### src/rtl/usb_tx_if.sv
// Bus bundle between the packet-buffer/CPU side and the USB transmitter.
// The master side requests packets and supplies buffer words; the slave side
// (usb_tx) fetches words and drives the D+/D- pads.
interface usb_tx_if #(
    parameter int USB_PACKET_BUFFER_SIZE = 1024
);
    localparam int COUNT_W = $clog2(USB_PACKET_BUFFER_SIZE) + 1;
    localparam int ADDR_W  = $clog2(USB_PACKET_BUFFER_SIZE / 4);

    logic               start;
    logic [COUNT_W-1:0] byte_count;
    logic [ADDR_W-1:0]  packet_buffer_address;
    logic [31:0]        packet_buffer_read_value;
    logic               usb_d_p_out;
    logic               usb_d_n_out;
    logic               usb_output_enable;
    logic               busy;
    logic               done;

    modport master (
        output start, byte_count, packet_buffer_read_value,
        input  packet_buffer_address, usb_d_p_out, usb_d_n_out,
               usb_output_enable, busy, done
    );

    modport slave (
        input  start, byte_count, packet_buffer_read_value,
        output packet_buffer_address, usb_d_p_out, usb_d_n_out,
               usb_output_enable, busy, done
    );
endinterface

### src/rtl/usb_tx.sv
// Full-speed USB transmitter: SYNC, bit-stuffed NRZI payload from the packet
// buffer, EOP. Four clock48 cycles per line symbol; every symbol decision is
// made on the last clock (phase 3) of the symbol currently on the wire.
module usb_tx #(
    parameter int USB_PACKET_BUFFER_SIZE = 1024
) (
    input logic   clock48,
    input logic   reset,
    usb_tx_if.slave bus
);
    localparam int COUNT_W = $clog2(USB_PACKET_BUFFER_SIZE) + 1;
    localparam int ADDR_W  = $clog2(USB_PACKET_BUFFER_SIZE / 4);
    localparam int BITS_W  = COUNT_W + 3;

    typedef enum logic [2:0] {IDLE, SYNC, DATA, EOP_SE0, EOP_J} state_t;

    state_t              state, state_next;
    logic [1:0]          phase, phase_next;
    logic [2:0]          sym_cnt, sym_cnt_next;
    logic [2:0]          stuff_cnt, stuff_cnt_next;
    logic                line_j, line_j_next;
    logic [BITS_W-1:0]   bits_left, bits_left_next;
    logic [4:0]          word_bits_left, word_bits_left_next;
    logic [31:0]         shift_word, shift_word_next;
    logic [31:0]         next_word;
    logic [ADDR_W-1:0]   address, address_next;
    logic                done_q, done_next;
    logic                take_data;
    logic                data_bit;

    // Next-state and datapath decisions; a new symbol is chosen only at phase 3.
    always_comb begin
        state_next          = state;
        phase_next          = (state == IDLE) ? 2'd0 : phase + 2'd1;
        sym_cnt_next        = sym_cnt;
        stuff_cnt_next      = stuff_cnt;
        line_j_next         = line_j;
        bits_left_next      = bits_left;
        word_bits_left_next = word_bits_left;
        shift_word_next     = shift_word;
        address_next        = address;
        done_next           = 1'b0;
        take_data           = 1'b0;
        data_bit            = (word_bits_left == 5'd0) ? next_word[0] : shift_word[0];

        case (state)
            IDLE: begin
                if (bus.start) begin
                    state_next          = SYNC;
                    bits_left_next      = {bus.byte_count, 3'b000};
                    address_next        = '0;
                    sym_cnt_next        = 3'd0;
                    stuff_cnt_next      = 3'd0;
                    word_bits_left_next = 5'd0;
                    line_j_next         = 1'b0;
                end
            end
            SYNC: begin
                if (phase == 2'd3) begin
                    if (sym_cnt == 3'd7) begin
                        if (bits_left == '0) begin
                            state_next   = EOP_SE0;
                            sym_cnt_next = 3'd0;
                        end else begin
                            state_next = DATA;
                            take_data  = 1'b1;
                        end
                    end else begin
                        sym_cnt_next = sym_cnt + 3'd1;
                        if (sym_cnt == 3'd6) begin
                            stuff_cnt_next = stuff_cnt + 3'd1;
                        end else begin
                            line_j_next    = ~line_j;
                            stuff_cnt_next = 3'd0;
                        end
                    end
                end
            end
            DATA: begin
                if (phase == 2'd3) begin
                    if (stuff_cnt == 3'd6) begin
                        line_j_next    = ~line_j;
                        stuff_cnt_next = 3'd0;
                    end else if (bits_left != '0) begin
                        take_data = 1'b1;
                    end else begin
                        state_next   = EOP_SE0;
                        sym_cnt_next = 3'd0;
                    end
                end
            end
            EOP_SE0: begin
                if (phase == 2'd3) begin
                    if (sym_cnt == 3'd1) begin
                        state_next  = EOP_J;
                        line_j_next = 1'b1;
                    end else begin
                        sym_cnt_next = sym_cnt + 3'd1;
                    end
                end
            end
            EOP_J: begin
                if (phase == 2'd3) begin
                    state_next  = IDLE;
                    done_next   = 1'b1;
                    line_j_next = 1'b1;
                end
            end
            default: state_next = IDLE;
        endcase

        if (take_data) begin
            bits_left_next = bits_left - 1'b1;
            if (data_bit) begin
                stuff_cnt_next = stuff_cnt + 3'd1;
            end else begin
                stuff_cnt_next = 3'd0;
                line_j_next    = ~line_j;
            end
            if (word_bits_left == 5'd0) begin
                shift_word_next     = {1'b0, next_word[31:1]};
                word_bits_left_next = 5'd31;
                address_next        = address + 1'b1;
            end else begin
                shift_word_next     = {1'b0, shift_word[31:1]};
                word_bits_left_next = word_bits_left - 5'd1;
            end
        end
    end

    // State and datapath registers.
    always_ff @(posedge clock48) begin
        if (reset) begin
            state          <= IDLE;
            phase          <= 2'd0;
            sym_cnt        <= 3'd0;
            stuff_cnt      <= 3'd0;
            line_j         <= 1'b1;
            bits_left      <= '0;
            word_bits_left <= 5'd0;
            shift_word     <= '0;
            address        <= '0;
            done_q         <= 1'b0;
        end else begin
            state          <= state_next;
            phase          <= phase_next;
            sym_cnt        <= sym_cnt_next;
            stuff_cnt      <= stuff_cnt_next;
            line_j         <= line_j_next;
            bits_left      <= bits_left_next;
            word_bits_left <= word_bits_left_next;
            shift_word     <= shift_word_next;
            address        <= address_next;
            done_q         <= done_next;
        end
    end

    // Register the RAM output so the next word is ready well before it is needed.
    always_ff @(posedge clock48) begin
        if (reset) begin
            next_word <= '0;
        end else begin
            next_word <= bus.packet_buffer_read_value;
        end
    end

    assign bus.packet_buffer_address = address;
    assign bus.usb_output_enable     = (state != IDLE);
    assign bus.busy                  = (state != IDLE);
    assign bus.done                  = done_q;
    assign bus.usb_d_p_out = (state == IDLE) || (state == EOP_J) ||
                             (((state == SYNC) || (state == DATA)) && line_j);
    assign bus.usb_d_n_out = ((state == SYNC) || (state == DATA)) && !line_j;
endmodule
### src/flat_wrapper.sv
// flat-port wrapper written by rule: the top's interface ports become plain ports
module usb_tx_flat 
#(
    parameter int USB_PACKET_BUFFER_SIZE = 1024
)
  (clock48, reset, bus_start, bus_byte_count, bus_packet_buffer_read_value, bus_packet_buffer_address, bus_usb_d_p_out, bus_usb_d_n_out, bus_usb_output_enable, bus_busy, bus_done);
  usb_tx_if #(.USB_PACKET_BUFFER_SIZE(USB_PACKET_BUFFER_SIZE)) bus_i ();
  input logic clock48;
  input logic reset;
  input wire logic [$bits(bus_i.start)-1:0] bus_start;
  input wire logic [$bits(bus_i.byte_count)-1:0] bus_byte_count;
  input wire logic [$bits(bus_i.packet_buffer_read_value)-1:0] bus_packet_buffer_read_value;
  output wire logic [$bits(bus_i.packet_buffer_address)-1:0] bus_packet_buffer_address;
  output wire logic [$bits(bus_i.usb_d_p_out)-1:0] bus_usb_d_p_out;
  output wire logic [$bits(bus_i.usb_d_n_out)-1:0] bus_usb_d_n_out;
  output wire logic [$bits(bus_i.usb_output_enable)-1:0] bus_usb_output_enable;
  output wire logic [$bits(bus_i.busy)-1:0] bus_busy;
  output wire logic [$bits(bus_i.done)-1:0] bus_done;
  assign bus_i.start = bus_start;
  assign bus_i.byte_count = bus_byte_count;
  assign bus_i.packet_buffer_read_value = bus_packet_buffer_read_value;
  assign bus_packet_buffer_address = bus_i.packet_buffer_address;
  assign bus_usb_d_p_out = bus_i.usb_d_p_out;
  assign bus_usb_d_n_out = bus_i.usb_d_n_out;
  assign bus_usb_output_enable = bus_i.usb_output_enable;
  assign bus_busy = bus_i.busy;
  assign bus_done = bus_i.done;
  usb_tx #(.USB_PACKET_BUFFER_SIZE(USB_PACKET_BUFFER_SIZE)) u_core (.clock48(clock48), .reset(reset), .bus(bus_i));
endmodule
### config.mk
export PLATFORM = sky130hd
export DESIGN_NAME = usb_tx_flat
export DESIGN_NICKNAME = d
export VERILOG_FILES = /design/src/rtl/usb_tx_if.sv /design/src/rtl/usb_tx.sv /design/src/flat_wrapper.sv
export SDC_FILE = /design/constraint.sdc
export NUM_CORES = 1
export LEC_CHECK = 0
export ABC_AREA = 1
export BUFFER_PORTS_ARGS = -buffer_cell sky130_fd_sc_hd__clkbuf_2
export CORE_UTILIZATION = 63
export CTS_CLUSTER_DIAMETER = 150
export DETAILED_ROUTE_END_ITERATION = 12
export HOLD_SLACK_MARGIN = 0.12
export PLACE_DENSITY = 0.93
export SETUP_SLACK_MARGIN = 0.3
export SLEW_MARGIN = 0
export SYNTH_ARGS = -nofsm -noshare
export SYNTH_HDL_FRONTEND = slang
export SYNTH_SLANG_ARGS = --single-unit
export TNS_END_PERCENT = 10
### constraint.sdc
create_clock -name clock48 -period 3 [get_ports clock48]
set_input_delay 0.3 -clock clock48 [delete_from_list [all_inputs] [get_ports clock48]]
set_output_delay 0.3 -clock clock48 [all_outputs]
set_load 0.005 [all_outputs]
# Word level (Yosys, flattened, before mapping)
# Cells that the tools add are included.
totals:
  reg_bits: 104
  input_bits: 46
  output_inout_bits: 13
  word_cells: 127
op_classes:
  n_addsub: 6
  n_eq_ne: 25
  n_mux: 62
  bitwise: 2
  n_reduce_logical: 21
ops:
  columns: ["operator", "n"]
  rows:
  - ["$mux W3", 25]
  - ["$mux W14", 3]
  - ["$mux W8", 4]
  - ["$mux W31", 1]
  - ["$mux W1", 20]
  - ["$mux W5", 4]
  - ["$reduce_and A9 Y1", 2]
  - ["$pmux W3 S5", 1]
  - ["$logic_not A14 Y1", 1]
  - ["$reduce_bool A14 Y1", 1]
  - ["$sub A14 B1 Y14 const B", 1]
  - ["$eq A3 B3 Y1 const B", 4]
  - ["$ne A2 B1 Y1 const B", 6]
  - ["$pmux W3 S4", 1]
  - ["$ne A3 B1 Y1 const B", 3]
  - ["$pmux W3 S3", 1]
  - ["$add A8 B1 Y8 const B", 1]
  - ["$ne A2 B2 Y1 const B", 4]
  - ["$reduce_bool A4 Y1", 2]
  - ["$add A3 B1 Y3 const B", 2]
  - ["$eq A3 B1 Y1 const B", 2]
  - ["$eq A3 B2 Y1 const B", 2]
  - ["$ne A3 B2 Y1 const B", 2]
  - ["$reduce_and A6 Y1", 1]
  - ["16 further kinds", 22]

# Depth between registers and ports, before layout
# Gate-level depths: netlist of run 1.
logic_depth:
  ltp_word: 7
  mapped_depth: 14
  depth_no_buf: 13

# Worst setup path before layout of run 1
# OpenSTA, ideal clock, no wires.
synth_timing:
  path_type: "register to register"
  startpoint: "reg u_core.stuff_cnt[0]"
  endpoint: "reg u_core.bits_left[4]"
  setup_ns: 0.132
  arrival_time_ns: 1.557
  required_time_ns: 2.868
  setup_slack_ns: 1.311
  stages_incl_launch_ff: 13
  n_path_buf: 2
  period_less_slack_ns: 1.689
  cell_sequence: "dfxtp_1 inv_1 ha_1 nand2_1 inv_1 nand3_1 nand2_1 nor2_4 nand3_4 buf_6 buf_6 o21ai_0 a21oi_1"
synth_via:
  elab_chain_len: 6
  word_cells_on_any_way: 8
  cone_classes: "eq/ne: 1; mux: 4; reduce/logical: 3"
synth_lines:
  columns: ["item", "line", "rtl"]
  rows:
  - ["start: declaration", "usb_tx.sv:20", "logic [2:0] stuff_cnt, stuff_cnt_next;"]
  - ["start signal: assignment", "usb_tx.sv:148", "stuff_cnt <= stuff_cnt_next;"]
  - ["$eq A3 B3 Y1 *", "usb_tx.sv:81", "if (stuff_cnt == 3'd6) begin"]
  - ["$mux W1 *", "usb_tx.sv:81", null]
  - ["$mux W1 *", "usb_tx.sv:80", "if (phase == 2'd3) begin"]
  - ["$pmux W1 S2 *", "usb_tx.sv:46", "case (state)"]
  - ["$reduce_bool A2 Y1 (no line)", null, null]
  - ["$reduce_and A2 Y1 (no line)", null, null]
  - ["end signal: assignment", "usb_tx.sv:150", "bits_left <= bits_left_next;"]
  - ["end: declaration", "usb_tx.sv:22", "logic [BITS_W-1:0] bits_left, bits_left_next;"]
# Every way passes the cells marked *; elsewhere a longest branch is shown, timed or not.
# A chain may end at the register's enable or synchronous reset.

# Worst setup path in the final report of run 1
layout_timing:
  startpoint: "reg u_core.stuff_cnt[0]"
  endpoint: "reg u_core.address[0], in the netlist u_core.bus.packet_buffer_address[0]"
layout_via:
  elab_chain_len: 5
layout_lines:
  columns: ["item", "line", "rtl"]
  rows:
  - ["$eq A3 B3 Y1", "usb_tx.sv:81", null]
  - ["$mux W1", "usb_tx.sv:81", null]
  - ["$mux W1", "usb_tx.sv:80", null]
  - ["$pmux W1 S2", "usb_tx.sv:46", null]
  - ["$mux W8", "usb_tx.sv:112", "if (take_data) begin"]
  - ["end signal: assignment", "usb_tx.sv:153", "address <= address_next;"]
  - ["end: declaration", "usb_tx.sv:26", "logic [ADDR_W-1:0] address, address_next;"]
# No other way between the ends.

==> results.md, run 1 <==
* Area contributors post-synth: dfxtp_1 41%, nand2_1 20%, nor2_1 6.9%
* Drt total wl at 11900 um
* Area share of the largest cell type after synthesis at 41.0%
* GPL Wtd Cong at 0.902
* Cell variety after synth at 33
* CP max FO at 38
* Crit path time final at 2.48 ns
* H-tree depth at 3
* CP Buf/Inv Count at 3
* Root buf cell: clkbuf_8
* Final nets at 890
* Clk pin slew, worst setup/hold paths at 0.10 ns
* Hold Path Cell Cnt at 3
* Post-synth EDFFs at 0
* Die height at 91.3 um
* CP delay by family, top: simple AND/OR/NAND/NOR gates
* Critical path type: register to register
* Initial core utilization at 65.0%
* Part of the Yosys area used for sequential elements at 41.0%
* Die Wd at about 90 um
* Status: complete, no violations
* Critical Path Sink Type: register
* F_max at 0.403 GHz
* Reg2reg path depth at 12
* Slowest library cell on the worst path: inv_2
* Worst slew margin at 56.4%
* Number of port buffers at 58
* Post-route ant nets at 0
* Startpoint types: register
* Register bit total from synthesis at 103
* Max-cap violations at 0
* Post-DP HPWL at 7450 um
* First-pass GRT wire length at ~20000 um
* RSZ-0062 raised after global routing: no
* Most frequent cell after synthesis: nand2_1
* CTS max path bufs at 2
* Power per cell area at around 640 nW/um2
* Drc violations at 0
* Final worst-path cycle share at slightly above 80%
* Post-synthesis cell count at ~760
* Core area at 7730 um2
* Final slew viol count at 0
* Worst Tran Pin Value at 0.653 ns
* Via density at 5.27
* Fill count at 578
* Avg Cell Area, Syn at between 6 and 7 um2
* Clock sink total at 103
* DR vias at 4958
* Io pins at 59
* Final hold violations at 0
* Cts bufs inserted at 9
* Reg2reg setup slack at roughly 0.52 ns
* Share of flip-flops with an asynchronous set or reset at 0%
* Util after Layout at 74.9%
* Hold/Removal Path Class: input pin to register
* Setup TNS at 0 ns
* Initial antenna violation count at 0
* Setup Skew at 0.0166 ns
* Final setup viols at 0
* Critical path cell sequence: inv_1 -> ha_1 -> nand2_1 -> inv_1 -> nand3_1 -> nand2_1 -> nor2_4 -> nand3_4 -> inv_2 -> nand2_2 -> a21boi_0 -> nor2_1
* Global-route congestion overflow total at 0
* Top_reg_cell synth: dfxtp_1
* WL per Instance at 12.6 um
* CTS tree: built
* Commonest cells in the netlist: 272 x nand2_1, 103 x dfxtp_1, 92 x nor2_1
* Largest area contributor in the netlist: dfxtp_1
* Synth warn at 0
* Drt pass-1 iters at 5
* Area grow syn2layout at 15.2%
* Share of cells above drive strength 1 at 12.5%
* Net count after synthesis at 818
* Peak VDD IR at 0.355 mV
* Total GRT Usage at 29.6%
* DRT iter0 DRCs at between 300 and 400
* Worst EP arrival at 2.75 ns
* Die area at 8330 um2
* Largest net degree at the start of global routing at 45
* Levels on crit path at 12
* Clk_lat worst skew at between 0.3 and 0.4 ns
* Row Count at 32
* Vias in the first global route at between 4k and 5k
* Max incr delay on CP at 0.53 ns
* Crit path required time at 3.27 ns
* Post-synthesis cell area at about 5000 um2
* Antenna cell count at 0
* Leakage at roughly 2.8 nW
per-stage QoR:
step | cell area [um2] | setup WS, ns | hold WS [ns] | instances | total power (W)
floorplan | 5020 | 1.31 | 0.407 | 762 | 0.00252
global placement | 5290 | 0.695 | 0.416 | 895 | 0.00275
detailed placement | 5290 | 0.615 | 0.427 | 895 | 0.00280
CTS | 5780 | 0.543 | 0.124 | 941 | 0.00368
global route | 5790 | 0.325 | 0.139 | 941 | 0.00394
finish | 5790 | 0.516 | 0.138 | 941 | 0.00368
final cells by class:
type | count | area [um2] | area share, %
timing repair buffer | 94 | 639 | 11.1
tap | 102 | 128 | 2.21
inverter | 84 | 315 | 5.45
sequential | 103 | 2060 | 35.6
clock buffer | 9 | 124 | 2.14
multi-input combinational | 542 | 2450 | 42.3
clock inverter | 7 | 71.3 | 1.23
layer usage:
metal | global-route usage, % | share of wire, % | vias to the layer above
met2 | 53.0 | 51 | 201
met5 | 0 | 0 | -
li1 | - | - | 2485
met4 | 15.7 | 2.6 | 0
met3 | 4.44 | 6.0 | 35
met1 | 33.9 | 40 | 2237
layout by cell type (no fill, tap or decap), drive strengths merged:
cell type      n
clkinv         5
buf            6
nor3b          1
xnor2          4
nand3         29
nand4          5
ha            10
nor3          11
dlygate4sd3   30
inv           86
a21boi         1
nand3b         1
nand2        279
clkbuf        67
xor2           5
o21bai         3
dfxtp        103
or2            4
o21ai         29
a21oi         60
nor2          99
o22ai          1
sequential cells by signal (all words and copies together) (netlist names), 2 cells and up:
name and count:
u_core.bits_left 14, u_core.bus.packet_buffer_address 8, u_core.next_word 32, u_core.phase 2
u_core.shift_word 31, u_core.state 3, u_core.stuff_cnt 3, u_core.sym_cnt 3
u_core.word_bits_left 5
report_power, final:
part	internal [W]	total (W)	switching [W]
registers	0.00149	0.00161	0.000123
clock network	0.000325	0.000854	0.000529
logic	0.000434	0.00122	0.000785
total	0.00225	0.00368	0.00144
worst min-delay path, cell delays in order:
cell and delay [ns]:
clkbuf_2 0.09, inv_1 0.05, nor2_1 0.04
kinds of logic after synthesis:
| group | Yosys count | synth area share (%) |
|---|---|---|
| flops | 103 | 41.0 |
| simple gates | 429 | 35.0 |
| fa+ha+maj | 10 | 2.49 |
| xor+xnor | 9 | 1.57 |
| buf+inv | 117 | 10.3 |
| compound gates | 94 | 9.66 |
worst paths after layout:
kind / from / endpoint
hold reg to reg: u_core.phase[0] / u_core.phase[0]
setup reg to reg: u_core.stuff_cnt[0] / u_core.bus.packet_buffer_address[0]
hold / removal: bus_packet_buffer_read_value[12] / u_core.next_word[12]
setup / recovery: u_core.stuff_cnt[0] / u_core.bus.packet_buffer_address[0]
repair_timing:
item | CTS | global route
buffers inserted | 0 | 0
endpoints found under the hold margin | 30 | 0
gates resized for setup | 0 | 1
hold buffers | 30 | 0
endpoints found under the setup margin | 0 | 1
Note: power is estimated with default switching activity, not from simulation.
==> inputs of run 2 (changes only) <==
--- a/config.mk
+++ b/config.mk
@@ -7,11 +7,11 @@
 export LEC_CHECK = 0
 export ABC_AREA = 1
 export BUFFER_PORTS_ARGS = -buffer_cell sky130_fd_sc_hd__clkbuf_2
-export CORE_UTILIZATION = 63
+export CORE_UTILIZATION = 53
 export CTS_CLUSTER_DIAMETER = 150
 export DETAILED_ROUTE_END_ITERATION = 12
 export HOLD_SLACK_MARGIN = 0.12
-export PLACE_DENSITY = 0.93
+export PLACE_DENSITY = 0.84
 export SETUP_SLACK_MARGIN = 0.3
 export SLEW_MARGIN = 0
 export SYNTH_ARGS = -nofsm -noshare
==> constraint.sdc (replaced) <==
create_clock -name clock48 -period 2.05 [get_ports clock48]
set_input_delay 0.205 -clock clock48 [delete_from_list [all_inputs] [get_ports clock48]]
set_output_delay 0.205 -clock clock48 [all_outputs]
set_load 0.005 [all_outputs]
==> results.md, run 2 (synthesized netlist as in run 1, its figures left out) <==
* Vias in the first global route at 4592 (was 4751)
* Startpoint types: register (unchanged)
* Reg2reg path depth at 13 (was 12)
* Crit path time final at 1.85 ns (was 2.48 ns)
* Crit path required time at 2.34 ns (was 3.27 ns)
* WL per Instance at 13.7 um (was 12.6 um)
* Max incr delay on CP at 0.37 ns (was 0.53 ns)
* Max-cap violations at 0 (unchanged)
* Area grow syn2layout at 28.8% (was 15.2%)
* Die Wd at 99.4 um (was 91.3 um)
* Root buf cell: clkbuf_8 (unchanged)
* Most common cell after layout, fill and taps aside: nand2_1 (unchanged)
* Initial core utilization at 54.6% (was 65.0%)
* Core area at 9200 um2 (was 7730 um2)
* Worst Tran Pin Value at 0.554 ns (was 0.653 ns)
* First-pass GRT wire length at 20200 um (was 20000 um)
* Final worst-path cycle share at 90.2% (was 82.8%)
* Clk network pwr share at 22.5% (was 23.2%)
* Final setup viols at 0 (unchanged)
* Placed cells at 911 (was 895)
* Hold/Removal Path Class: input pin to register (unchanged)
* Total Power at 0.00584 W (was 0.00368 W)
* Most frequent cells in the layout: 266 x nand2_1, 93 x dfxtp_1, 88 x nor2_1, 73 x inv_1, 58 x clkbuf_2 (was 272 x nand2_1, 103 x dfxtp_1, 92 x nor2_1, 77 x inv_1, 59 x a21oi_1)
* DRT iter0 DRCs at 363 (was 302)
* Reg2reg setup slack at 0.20 ns (was 0.52 ns)
* Clk_lat worst skew at 0.38 ns (about the same)
* Clk pin slew, worst setup/hold paths at 0.12 ns (was 0.10 ns)
* Critical path cell sequence: ha_4 -> nand2_4 -> inv_2 -> nand3_4 -> nand2_4 -> nor2_4 -> nand3_4 -> buf_12 -> clkinv_8 -> buf_4 -> nand2_2 -> a21boi_0 -> nor2_1 (was inv_1 -> ha_1 -> nand2_1 -> inv_1 -> nand3_1 -> nand2_1 -> nor2_4 -> nand3_4 -> inv_2 -> nand2_2 -> a21boi_0 -> nor2_1)
* RR Startpoint: u_core.stuff_cnt[1] (was u_core.stuff_cnt[0])
* Hold_ws at 0.143 ns (was 0.138 ns)
* RSZ-0062 raised after global routing: yes (was no)
* Io pins at 59 (unchanged)
* Register bank with the most flops: u_core.next_word (unchanged)
* CP Buf/Inv Count at 4 (was 3)
* Global-route congestion overflow total at 0 (unchanged)
* Power per cell area at 902 nW/um2 (was 637 nW/um2)
* R2R Path End: u_core.bus.packet_buffer_address[0] (unchanged)
* Final setup margin at 0.201 ns (was 0.516 ns)
* Final Non-Filler Cells at 984 (was 941)
* Drc violations at 0 (unchanged)
* Largest net degree at the start of global routing at 35 (was 45)
* Hold Path Cell Cnt at 5 (was 3)
* CP delay by family, top: simple AND/OR/NAND/NOR gates (unchanged)
* Setup TNS at 0 ns (unchanged)
* Status: complete, no violations (unchanged)
* Combinational group share of total power at 35.7% (was 33.1%)
* Leakage at 3.06 nW (was 2.77 nW)
* Critical Path Sink Type: register (unchanged)
* Worst Hold Endpoint: u_core.bits_left[12] (was u_core.next_word[12])
* CTS tree: built (unchanged)
* Die area at 9870 um2 (was 8330 um2)
* Post-DP HPWL at 7010 um (was 7450 um)
* Share of cells above drive strength 1 at 19.7% (was 12.5%)
* Post-route ant nets at 0 (unchanged)
* NetSw at 0.00233 W (was 0.00144 W)
* Place WS at 0.0860 ns (was 0.615 ns)
* Row Count at 35 (was 32)
* Critical path type: register to register (unchanged)
* DR vias at 5177 (was 4958)
* Max reg flops at 32 (unchanged)
* Final nets at 924 (was 890)
* Fill count at 683 (was 578)
* Internal at 0.00351 W (was 0.00225 W)
* Peak VDD IR at 0.529 mV (was 0.355 mV)
* Die height at 99.4 um (was 91.3 um)
* Worst slew margin at 63.0% (was 56.4%)
* Final hold violations at 0 (unchanged)
* Setup Skew at 0.0131 ns (was 0.0166 ns)
* Worst EP arrival at 2.14 ns (was 2.75 ns)
* CTS max path bufs at 2 (unchanged)
* Largest regs: u_core.next_word: 32 flops, u_core.shift_word: 31 flops, u_core.bits_left: 14 flops (unchanged)
* Number of port buffers at 58 (unchanged)
* Drt total wl at 13500 um (was 11900 um)
* Clock sink total at 103 (unchanged)
* GPL Wtd Cong at 0.965 (was 0.902)
* Drt pass-1 iters at 5 (unchanged)
* Antenna cell count at 0 (unchanged)
* Via density at 5.26 (was 5.27)
* Sw Share at 39.9% (was 39.0%)
* Worst Min Path Start: bus_byte_count[9] (was bus_packet_buffer_read_value[12])
* F_max at 0.541 GHz (was 0.403 GHz)
* Cts bufs inserted at 9 (unchanged)
* Seq pwr share at 41.8% (was 43.7%)
* Final slew viol count at 0 (unchanged)
* CP max FO at 6 (was 38)
* Initial antenna violation count at 0 (unchanged)
* Total GRT Usage at 25.5% (was 29.6%)
* Slowest library cell on the worst path: dfxtp_1 (was inv_2)
* H-tree depth at 3 (unchanged)
## run 2: cell count changes in the layout (fill, tap and decap cells not counted), moves of 5 or more
| cell | previous run | this run |
|---|---|---|
| nand2_4 | 1 | 9 |
| buf_12 | 0 | 5 |
| dfxtp_4 | 0 | 5 |
| buf_4 | 5 | 21 |
| dfxtp_2 | 0 | 5 |
| ha_1 | 10 | 5 |
| dfxtp_1 | 103 | 93 |
| nand2_1 | 272 | 266 |
## run 2: timing repair
| item | CTS | global route |
|---|---|---|
| pin swaps | 3 | 14 |
| gates resized for setup | 24 | 61 |
| endpoints found under the setup margin | 59 | 70 |
| cloned | 3 | 3 |
| endpoints found under the hold margin | 32 | 0 |
| hold buffers | 32 | 0 |
| buffers inserted | 4 | 15 |
## run 2: worst max-delay path by stage
stage                              startpoint                                  end  slack [ns]  cells past startpoint
after floorplan           u_core.stuff_cnt[0]                  u_core.bits_left[4]        0.36                     12
after global placement    u_core.stuff_cnt[0]                        u_core.line_j        0.16                     13
after detailed placement  u_core.stuff_cnt[0]             u_core.word_bits_left[0]        0.09                     12
final                     u_core.stuff_cnt[1]  u_core.bus.packet_buffer_address[0]        0.20                     13
after global routing          u_core.phase[0]                  u_core.stuff_cnt[0]        0.09                      9
after CTS                     u_core.state[2]                      bus_usb_d_p_out        0.24                      8
## run 2: layout make-up
type	instances	area [um2]	area share, %
Inverter	84	342	5.28
Timing Repair inverter	1	5.00	0.0774
Tap cell	111	139	2.15
Clock inverter	7	83.8	1.30
Multi-Input combinational cell	542	2610	40.4
Timing Repair Buffer	127	1080	16.6
Sequential cell	103	2090	32.3
Clock buffer	9	124	1.91
## run 2: worst reg2reg max path: stages, from the launching register on
cell and delay (ns):
dfxtp_1 0.37, ha_4 0.18, nand2_4 0.07, inv_2 0.05, nand3_4 0.08, nand2_4 0.07, nor2_4 0.13, nand3_4 0.16
buf_12 0.18, clkinv_8 0.07, buf_4 0.11, nand2_2 0.08, a21boi_0 0.17, nor2_1 0.05
## run 2: power by group through the flow
stage               clock, W  combinational (W)  sequential, W
CTS                  0.00133            0.00179        0.00236
detailed placement         0            0.00167        0.00240
global placement           0            0.00165        0.00239
global route         0.00143            0.00233        0.00246
finish               0.00131            0.00208        0.00244
floorplan                  0            0.00135        0.00234
## run 2: per-layer routing
metal	part of all wire (%)	up-vias	wire (um)	GRT usage, %
met3	6.8	48	914	4.71
met2	50	233	6720	45.3
met5	0	-	0	0
li1	-	2566	-	-
met4	3.1	0	416	11.0
met1	40	2330	5410	30.1
## run 2: per-stage QoR
step | instance area, um2 | utilization, %
finish | 6470 | 70.4
floorplan | 5020 | -
detailed placement | 5380 | 58.4
global placement | 5380 | 58.4
global route | 6470 | 70.4
CTS | 6080 | 66.1
